## src/rtl/alu_pkg.sv

```systemverilog
// Shared ALU definitions: op codes, FSM states and width constants.
// Also used by the ALU control decoder.
package alu_pkg;

    localparam int XLEN_DEFAULT = 32;
    localparam int SHAMT_W      = $clog2(XLEN_DEFAULT);

    localparam logic [4:0] ALU_ADD  = 5'd0;
    localparam logic [4:0] ALU_SUB  = 5'd1;
    localparam logic [4:0] ALU_SLL  = 5'd2;
    localparam logic [4:0] ALU_SLT  = 5'd3;
    localparam logic [4:0] ALU_SLTU = 5'd4;
    localparam logic [4:0] ALU_XOR  = 5'd5;
    localparam logic [4:0] ALU_SRL  = 5'd6;
    localparam logic [4:0] ALU_SRA  = 5'd7;
    localparam logic [4:0] ALU_OR   = 5'd8;
    localparam logic [4:0] ALU_AND  = 5'd9;

    typedef enum logic [1:0] {
        IDLE,
        SHIFT,
        DONE
    } state_t;

    function automatic logic is_shift(input logic [4:0] op);
        return (op == ALU_SLL) || (op == ALU_SRL) || (op == ALU_SRA);
    endfunction

endpackage

```

## src/rtl/alu_if.sv

```systemverilog
// Valid/ready request and response bundle of the execute-stage ALU.
// master drives operands and out_ready; slave is the ALU.
interface alu_if #(
    parameter int XLEN = alu_pkg::XLEN_DEFAULT
);
    logic            in_valid;
    logic            in_ready;
    logic [4:0]      op_code;
    logic [XLEN-1:0] op_a;
    logic [XLEN-1:0] op_b;
    logic            out_valid;
    logic            out_ready;
    logic [XLEN-1:0] result;
    logic            zero;
    logic            illegal;

    modport master (
        output in_valid, op_code, op_a, op_b, out_ready,
        input  in_ready, out_valid, result, zero, illegal
    );

    modport slave (
        input  in_valid, op_code, op_a, op_b, out_ready,
        output in_ready, out_valid, result, zero, illegal
    );
endinterface

```

## src/rtl/alu_shifter.sv

```systemverilog
// Shifter for SLL/SRL/SRA: iterative 1 bit/cycle by default,
// combinational barrel shifter when ALU_BARREL_SHIFT_EN is defined.
module alu_shifter
    import alu_pkg::*;
#(
    parameter int XLEN = XLEN_DEFAULT
)
`ifdef ALU_BARREL_SHIFT_EN
(
    input  logic [4:0]              op,
    input  logic [XLEN-1:0]         din,
    input  logic [$clog2(XLEN)-1:0] shamt,
    output logic [XLEN-1:0]         dout
);

    always_comb begin
        dout = din;
        case (op)
            ALU_SLL: dout = din << shamt;
            ALU_SRL: dout = din >> shamt;
            ALU_SRA: dout = $signed(din) >>> shamt;
            default: dout = din;
        endcase
    end

`else
(
    input  logic                    clk,
    input  logic                    rst,
    input  logic                    load,
    input  logic [4:0]              op,
    input  logic [XLEN-1:0]         din,
    input  logic [$clog2(XLEN)-1:0] shamt,
    output logic                    last,
    output logic [XLEN-1:0]         dout
);

    localparam int SW = $clog2(XLEN);

    logic [XLEN-1:0] val_q;
    logic [XLEN-1:0] nxt;
    logic [SW-1:0]   cnt_q;
    logic [4:0]      op_q;

    always_comb begin
        nxt = {1'b0, val_q[XLEN-1:1]};
        case (op_q)
            ALU_SLL: nxt = {val_q[XLEN-2:0], 1'b0};
            ALU_SRA: nxt = {val_q[XLEN-1], val_q[XLEN-1:1]};
            default: nxt = {1'b0, val_q[XLEN-1:1]};
        endcase
    end

    always_ff @(posedge clk or posedge rst) begin
        if (rst) begin
            val_q <= '0;
            cnt_q <= '0;
            op_q  <= ALU_SRL;
        end else if (load) begin
            val_q <= din;
            cnt_q <= shamt;
            op_q  <= op;
        end else if (cnt_q != '0) begin
            val_q <= nxt;
            cnt_q <= cnt_q - 1'b1;
        end
    end

    // dout is the value after the step taken on the cycle last is high
    assign last = (cnt_q == SW'(1));
    assign dout = nxt;

`endif
endmodule

```

## src/rtl/alu_exec_unit.sv

```systemverilog
// Execute-stage ALU with valid/ready in and out, registered result/zero/illegal.
// Define ALU_BARREL_SHIFT_EN for single-cycle shifts (no SHIFT state).
module alu_exec_unit
    import alu_pkg::*;
#(
    parameter int XLEN = XLEN_DEFAULT
) (
    input logic  clk,
    input logic  rst,
    alu_if.slave bus
);

    localparam int SW = $clog2(XLEN);

    state_t          state;
    logic            accept;
    logic [SW-1:0]   shamt;
    logic [XLEN-1:0] alu_res;
    logic            alu_ill;
    logic [XLEN-1:0] sh_dout;

    assign accept = bus.in_valid & bus.in_ready;
    assign shamt  = bus.op_b[SW-1:0];

`ifdef ALU_BARREL_SHIFT_EN
    alu_shifter #(.XLEN(XLEN)) u_shifter (
        .op    (bus.op_code),
        .din   (bus.op_a),
        .shamt (shamt),
        .dout  (sh_dout)
    );
`else
    logic go_shift;
    logic sh_last;

    assign go_shift = accept & is_shift(bus.op_code) & (shamt != '0);

    alu_shifter #(.XLEN(XLEN)) u_shifter (
        .clk   (clk),
        .rst   (rst),
        .load  (go_shift),
        .op    (bus.op_code),
        .din   (bus.op_a),
        .shamt (shamt),
        .last  (sh_last),
        .dout  (sh_dout)
    );
`endif

    always_comb begin
        alu_res = '0;
        alu_ill = 1'b0;
        case (bus.op_code)
            ALU_ADD:  alu_res = bus.op_a + bus.op_b;
            ALU_SUB:  alu_res = bus.op_a - bus.op_b;
            ALU_SLT:  alu_res = {{(XLEN-1){1'b0}},
                                 $signed(bus.op_a) < $signed(bus.op_b)};
            ALU_SLTU: alu_res = {{(XLEN-1){1'b0}}, bus.op_a < bus.op_b};
            ALU_XOR:  alu_res = bus.op_a ^ bus.op_b;
            ALU_OR:   alu_res = bus.op_a | bus.op_b;
            ALU_AND:  alu_res = bus.op_a & bus.op_b;
`ifdef ALU_BARREL_SHIFT_EN
            ALU_SLL, ALU_SRL, ALU_SRA: alu_res = sh_dout;
`else
            // only reached here with shamt == 0
            ALU_SLL, ALU_SRL, ALU_SRA: alu_res = bus.op_a;
`endif
            default:  alu_ill = 1'b1;
        endcase
    end

    always_ff @(posedge clk or posedge rst) begin
        if (rst) begin
            state         <= IDLE;
            bus.in_ready  <= 1'b1;
            bus.out_valid <= 1'b0;
            bus.result    <= '0;
            bus.zero      <= 1'b1;
            bus.illegal   <= 1'b0;
        end else begin
            case (state)
                IDLE: begin
                    if (accept) begin
                        bus.in_ready <= 1'b0;
`ifndef ALU_BARREL_SHIFT_EN
                        if (go_shift) begin
                            state <= SHIFT;
                        end else
`endif
                        begin
                            state         <= DONE;
                            bus.out_valid <= 1'b1;
                            bus.result    <= alu_res;
                            bus.zero      <= (alu_res == '0);
                            bus.illegal   <= alu_ill;
                        end
                    end
                end
`ifndef ALU_BARREL_SHIFT_EN
                SHIFT: begin
                    if (sh_last) begin
                        state         <= DONE;
                        bus.out_valid <= 1'b1;
                        bus.result    <= sh_dout;
                        bus.zero      <= (sh_dout == '0);
                        bus.illegal   <= 1'b0;
                    end
                end
`endif
                DONE: begin
                    if (bus.out_ready) begin
                        state         <= IDLE;
                        bus.out_valid <= 1'b0;
                        bus.in_ready  <= 1'b1;
                    end
                end
                default: begin
                    state         <= IDLE;
                    bus.out_valid <= 1'b0;
                    bus.in_ready  <= 1'b1;
                end
            endcase
        end
    end

endmodule

```

## src/flat_wrapper.sv

```systemverilog
// flat-port wrapper written by rule: the top's interface ports become plain ports
module alu_exec_unit_flat import alu_pkg::*;
#(
    parameter int XLEN = XLEN_DEFAULT
)
  (clk, rst, bus_in_valid, bus_op_code, bus_op_a, bus_op_b, bus_out_ready, bus_in_ready, bus_out_valid, bus_result, bus_zero, bus_illegal);
  alu_if #(.XLEN(XLEN)) bus_i ();
  input logic clk;
  input logic rst;
  input wire logic [$bits(bus_i.in_valid)-1:0] bus_in_valid;
  input wire logic [$bits(bus_i.op_code)-1:0] bus_op_code;
  input wire logic [$bits(bus_i.op_a)-1:0] bus_op_a;
  input wire logic [$bits(bus_i.op_b)-1:0] bus_op_b;
  input wire logic [$bits(bus_i.out_ready)-1:0] bus_out_ready;
  output wire logic [$bits(bus_i.in_ready)-1:0] bus_in_ready;
  output wire logic [$bits(bus_i.out_valid)-1:0] bus_out_valid;
  output wire logic [$bits(bus_i.result)-1:0] bus_result;
  output wire logic [$bits(bus_i.zero)-1:0] bus_zero;
  output wire logic [$bits(bus_i.illegal)-1:0] bus_illegal;
  assign bus_i.in_valid = bus_in_valid;
  assign bus_i.op_code = bus_op_code;
  assign bus_i.op_a = bus_op_a;
  assign bus_i.op_b = bus_op_b;
  assign bus_i.out_ready = bus_out_ready;
  assign bus_in_ready = bus_i.in_ready;
  assign bus_out_valid = bus_i.out_valid;
  assign bus_result = bus_i.result;
  assign bus_zero = bus_i.zero;
  assign bus_illegal = bus_i.illegal;
  alu_exec_unit #(.XLEN(XLEN)) u_core (.clk(clk), .rst(rst), .bus(bus_i));
endmodule
```

## config.mk

```make
export PLATFORM = sky130hd
export DESIGN_NAME = alu_exec_unit_flat
export DESIGN_NICKNAME = d
export VERILOG_FILES = /design/src/rtl/alu_pkg.sv /design/src/rtl/alu_if.sv /design/src/rtl/alu_shifter.sv /design/src/rtl/alu_exec_unit.sv /design/src/flat_wrapper.sv
export SDC_FILE = /design/constraint.sdc
export NUM_CORES = 1
export LEC_CHECK = 0
export CAP_MARGIN = 40
export CORE_MARGIN = 2
export CORE_UTILIZATION = 45
export DETAILED_ROUTE_END_ITERATION = 12
export GPL_ROUTABILITY_DRIVEN = 0
export PLACE_DENSITY = 0.66
export SETUP_SLACK_MARGIN = 0.15
export SYNTH_ARGS = -nofsm -noshare
export SYNTH_HDL_FRONTEND = slang
export SYNTH_SLANG_ARGS = --single-unit
```

## constraint.sdc

```tcl
create_clock -name clk -period 2.7 [get_ports clk]
set_input_delay 0.27 -clock clk [delete_from_list [all_inputs] [get_ports clk]]
set_output_delay 0.27 -clock clk [all_outputs]
set_load 0.01 [all_outputs]
```

==> impl_results.html <==
<table>
<tr><th>Metric</th><th>Value</th></tr>
<tr><th colspan="2">Clocking</th></tr>
<tr><td>TritonCTS clock tree</td><td>yes</td></tr>
<tr><td>CTS Buf Count</td><td>9</td></tr>
<tr><td>Clock slew seen by the registers of the worst setup and hold paths</td><td>60 ps</td></tr>
<tr><td>CTS root buffer</td><td>clkbuf_16</td></tr>
<tr><td>Sink Count</td><td>80</td></tr>
<tr><td>Clock latency on the worst-skew pair</td><td>~340 ps</td></tr>
<tr><td># H-tree levels</td><td>3</td></tr>
<tr><td>Buffer levels on the longest clock path</td><td>2</td></tr>
<tr><th colspan="2">Layout</th></tr>
<tr><td>Layout fillers</td><td>1361</td></tr>
<tr><td>Final net count</td><td>between 2000 and 2500</td></tr>
<tr><td>Post-layout util</td><td>0.7829</td></tr>
<tr><td>P&amp;R area growth vs syn</td><td>70.50%</td></tr>
<tr><td>Ratio of cells with drive above 1 in the final layout</td><td>0.4403</td></tr>
<tr><td>Antenna diodes</td><td>0</td></tr>
<tr><th colspan="2">Synthesis</th></tr>
<tr><td>Syn Nets</td><td>between 1000 and 1500</td></tr>
<tr><td>Post-synth EDFFs</td><td>0</td></tr>
<tr><td>Post-synthesis sequential element count</td><td>80</td></tr>
<tr><td>Synth area leaders</td><td>dfrtp_1 (20%), ha_1 (14%), a21oi_1 (8.7%)</td></tr>
<tr><td>Share of Yosys cell area claimed by the top area cell type</td><td>0.1970</td></tr>
<tr><td>Mapped Area</td><td>9653 um^2</td></tr>
<tr><td>Cells after synthesis</td><td>approximately 1300</td></tr>
<tr><td>Yosys cell types</td><td>between 80 and 90</td></tr>
<tr><td>Proportion of synthesized flip-flops having asynchronous set or reset</td><td>1.000</td></tr>
<tr><td>Synthesis Warnings</td><td>0</td></tr>
<tr><td>Dominant register cell in the synthesized netlist</td><td>dfrtp_1</td></tr>
<tr><td>Seq/Total Area, Yosys</td><td>0.2079</td></tr>
<tr><td>Synthesized area divided by synthesized cell count</td><td>7.352 um^2</td></tr>
<tr><td>Cell type with the highest aggregate area in the netlist</td><td>dfrtp_1</td></tr>
<tr><th colspan="2">Die</th></tr>
<tr><td>Starting density of the core</td><td>0.4592</td></tr>
<tr><td>FP Rows</td><td>53</td></tr>
<tr><td>Top Ports</td><td>109</td></tr>
<tr><td>Die width</td><td>about 150 um</td></tr>
<tr><td>Placeable core area</td><td>roughly 21000 um^2</td></tr>
<tr><td>Height of the die</td><td>150.5 um</td></tr>
<tr><td>Total Die Area</td><td>22640 um^2</td></tr>
<tr><th colspan="2">Route</th></tr>
<tr><td>Wire length per cell after detailed routing</td><td>20.95 um</td></tr>
<tr><td>Post-DR vias/cell</td><td>between 6 and 7</td></tr>
<tr><td>Initial drt markers</td><td>1715</td></tr>
<tr><td>Router iterations before antenna repair</td><td>11</td></tr>
<tr><td>Total vias in the final route</td><td>13200</td></tr>
<tr><td>Number of routed nets with antenna violations</td><td>0</td></tr>
<tr><td>Number of remaining DRC errors</td><td>0</td></tr>
<tr><td>Total routed wirelength</td><td>44340 um</td></tr>
<tr><th colspan="2">Global routing</th></tr>
<tr><td>Residual overflow from global routing</td><td>0</td></tr>
<tr><td>Vias in the first global route</td><td>approximately 13000</td></tr>
<tr><td>Number of antenna violations at the first check in global routing</td><td>0</td></tr>
<tr><td>Pin count of the biggest net entering global routing</td><td>79</td></tr>
<tr><td>Global-route wire length before repair</td><td>65950 um</td></tr>
<tr><td>GRT Total Usage</td><td>0.3696</td></tr>
<tr><th colspan="2">Place</th></tr>
<tr><td>I/O Buffers</td><td>about 110</td></tr>
<tr><td>Hpwl dp</td><td>30770 um</td></tr>
<tr><th colspan="2">Timing</th></tr>
<tr><td>Final worst path period need</td><td>between 3000 and 4000 ps</td></tr>
<tr><td>Setup Total Neg Slack</td><td>-7319 ps</td></tr>
<tr><td>Largest clock skew in the final design</td><td>8.901 ps</td></tr>
<tr><td>Share of the clock period used by the worst path</td><td>1.257</td></tr>
<tr><td>Crit path setup slack, layout</td><td>-692.8 ps</td></tr>
<tr><td>Final hold violation count</td><td>0</td></tr>
<tr><td>Max-slew violation count</td><td>0</td></tr>
<tr><td>Setup repair after global routing missed its margin</td><td>true</td></tr>
<tr><td>Worst relative slew slack</td><td>0.4945</td></tr>
<tr><td>Max Clock Freq</td><td>0.2947 GHz</td></tr>
<tr><td>Setup violations, final</td><td>22</td></tr>
<tr><td>Transition at the pin with the smallest max-transition slack</td><td>between 700 and 800 ps</td></tr>
<tr><th colspan="2">Power</th></tr>
<tr><td>Switch share</td><td>0.4110</td></tr>
<tr><td>Part of the power in combinational logic</td><td>0.584</td></tr>
<tr><td>Fraction of power consumed by the clock network</td><td>0.157</td></tr>
<tr><td>Power density over cell area</td><td>between 500 and 600 nW/um^2</td></tr>
<tr><td>Sw power</td><td>0.003446 W</td></tr>
<tr><td>Power Internal</td><td>0.004938 W</td></tr>
<tr><td>Leakage power of the design</td><td>around 7.7 nW</td></tr>
<tr><td>Fraction of power consumed by sequential logic</td><td>0.258</td></tr>
<tr><td>Peak supply drop</td><td>448.0 uV</td></tr>
<tr><th colspan="2">Critical path</th></tr>
<tr><td>Most prevalent standard cell on the critical path</td><td>buf_6</td></tr>
<tr><td>Setup CP Type</td><td>in2reg</td></tr>
<tr><td>Largest delay contributor family on the critical path</td><td>compound AO/OA/AOI/OAI gates</td></tr>
<tr><td>Worst Reg-to-Reg Cells</td><td>10</td></tr>
<tr><td>List of cells traversed by the critical path</td><td>buf_6 -&gt; buf_6 -&gt; inv_12 -&gt; ha_4 -&gt; buf_6 -&gt; nor4_4 -&gt; o311ai_4 -&gt; a311o_1 -&gt; a211oi_2 -&gt; a21oi_2 -&gt; o31a_1 -&gt; a221oi_2 -&gt; a21oi_2 -&gt; nor3b_2 -&gt; nand4_1 -&gt; nor4_1 -&gt; a31o_1</td></tr>
<tr><td>Count of buffer and inverter cells on the critical path</td><td>4</td></tr>
<tr><td>Biggest fanout along the worst timing path</td><td>4</td></tr>
<tr><td>Data required time of the worst path</td><td>between 2000 and 3000 ps</td></tr>
<tr><td>Critical Path Source Type</td><td>input port</td></tr>
<tr><td>Critical Path Sink Type</td><td>register</td></tr>
<tr><td>WP data arrival</td><td>3680 ps</td></tr>
<tr><td>Stage delay of the slowest cell on the critical path</td><td>roughly 520 ps</td></tr>
<tr><td>Number of logic stages on the critical path including buffering</td><td>17</td></tr>
<tr><td>Slowest cell on crit path</td><td>a311o_1</td></tr>
<tr><th colspan="2">Min path</th></tr>
<tr><td>Count of cells along the worst hold path</td><td>4</td></tr>
<tr><td>Hold crit path type</td><td>in2reg</td></tr>
<tr><th colspan="2">Flow run</th></tr>
<tr><td>Max_cap viols</td><td>0</td></tr>
<tr><th colspan="2">Run status</th></tr>
<tr><td>Status</td><td>complete, but fails checks</td></tr>
<tr><td>Failing checks</td><td>setup timing</td></tr>
</table>
==> repair_timing <==
action	CTS	global route
setup buffers	46	22
endpoints found under the setup margin	36	32
gates resized for setup	364	86
pin swaps	98	68
hold buffers	0	0
==> power groups by stage <==
stage	sequential [W]	combinational [W]	clock (W)
after floorplan	0.00217	0.00211	0
after global routing	0.00222	0.00525	0.00137
after global placement	0.00212	0.00402	0
after CTS	0.00214	0.00456	0.00133
final	0.00217	0.00490	0.00132
after detailed placement	0.00215	0.00412	0
==> state kept, by name, summed over array words and instances (netlist names) <==
signal,cells
u_core.u_shifter.val_q,32
u_core.bus.result,32
u_core.bus.illegal,1
u_core.state,2
u_core.bus.zero,1
u_core.bus.in_ready,1
u_core.u_shifter.cnt_q,5
u_core.u_shifter.op_q,5
u_core.bus.out_valid,1
==> layer usage <==
| metal | global-route usage | part of all wire |
|---|---|---|
| met4 | 0.2005 | 0.076 |
| met2 | 0.6025 | 0.45 |
| met5 | 0 | 0 |
| met1 | 0.4624 | 0.37 |
| met3 | 0.06727 | 0.10 |
==> synth_stat cells (all sizes together), types with 17 or more instances <==
library cell,count
nor2,176
nand4,18
nand2,92
ha,106
inv,108
a21oi,168
nor3,26
clkbuf,47
a211oi,17
o21ai,79
a21o,17
o211ai,19
nand3,25
dfrtp,76
buf,35
a221oi,17
mux2i,36
==> cell families after synthesis <==
group / count (synthesis) / synth area share
AO/OA/AOI/OAI: 443 / 0.2950
AND/OR/NAND/NOR: 430 / 0.2118
buffers and inverters: 190 / 0.07894
adder cells (fa/ha/maj): 108 / 0.1415
flip-flops: 80 / 0.2079
multiplexers: 51 / 0.05483
XOR/XNOR: 11 / 0.009981
==> path summary, 6_finish.rpt <==
path	from	endpoint	slack [ps]
max	bus_op_a[6]	u_core.bus.zero$_DFFE_PP1P_	-690
min	bus_op_a[1]	u_core.u_shifter.val_q[1]$_DFFE_PP0P_	270
max reg2reg	u_core.bus.in_ready$_DFFE_PP1P_	u_core.bus.zero$_DFFE_PP1P_	-150
min reg2reg	u_core.bus.out_valid$_DFFE_PP0P_	u_core.bus.out_valid$_DFFE_PP0P_	470
max in group asynchronous	rst	u_core.bus.zero$_DFFE_PP1P_	1690
min in group asynchronous	rst	u_core.bus.result[5]$_DFFE_PP0P_	300
==> cell type report <==
| class | count | area, um^2 | share of cell area |
|---|---|---|---|
| multi-input cells | 1043 | 8488 | 0.5157 |
| repair buffers | 595 | 4851 | 0.2947 |
| flip-flops and latches | 80 | 2007 | 0.1219 |
| inverters | 108 | 446.7 | 0.02714 |
| well taps | 275 | 344.1 | 0.02091 |
| clock buffers | 10 | 229.0 | 0.01391 |
| clock inverters | 6 | 92.59 | 0.005626 |
==> stage by stage <==
step / power [W] / cell area [um^2] / setup slack, ps / std cells / hold WS (ps)
after floorplan: 0.004276 / 10020 / -297.1 / 1313 / 385.3
after CTS: 0.008036 / 15960 / -522.5 / 2095 / 264.0
after global placement: 0.006145 / 14250 / -1166 / 2033 / 459.3
final: 0.008384 / 16460 / -692.8 / 2117 / 268.0
after global routing: 0.008845 / 16460 / -795.0 / 2117 / 267.8
after detailed placement: 0.006275 / 14250 / -1246 / 2033 / 465.0
==> tightest hold or removal path: cells and delay by family <==
| family | cells | cell delay, ps |
|---|---|---|
| buf+inv | 3 | 260 |
| compound gates | 1 | 40 |
==> placed cells by master (no fill, tap or decap), drive strengths merged, types with 36 or more instances in the layout <==
| master | Yosys | layout |
|---|---|---|
| nand2 | 92 | 92 |
| ha | 106 | 106 |
| nor2 | 176 | 176 |
| a21oi | 168 | 168 |
| dfrtp | 76 | 76 |
| mux2i | 36 | 36 |
| clkdlybuf4s50 | 0 | 59 |
| o21ai | 79 | 79 |
| inv | 108 | 106 |
| buf | 35 | 501 |
No activity file was read; power rests on OpenSTA's default activity.
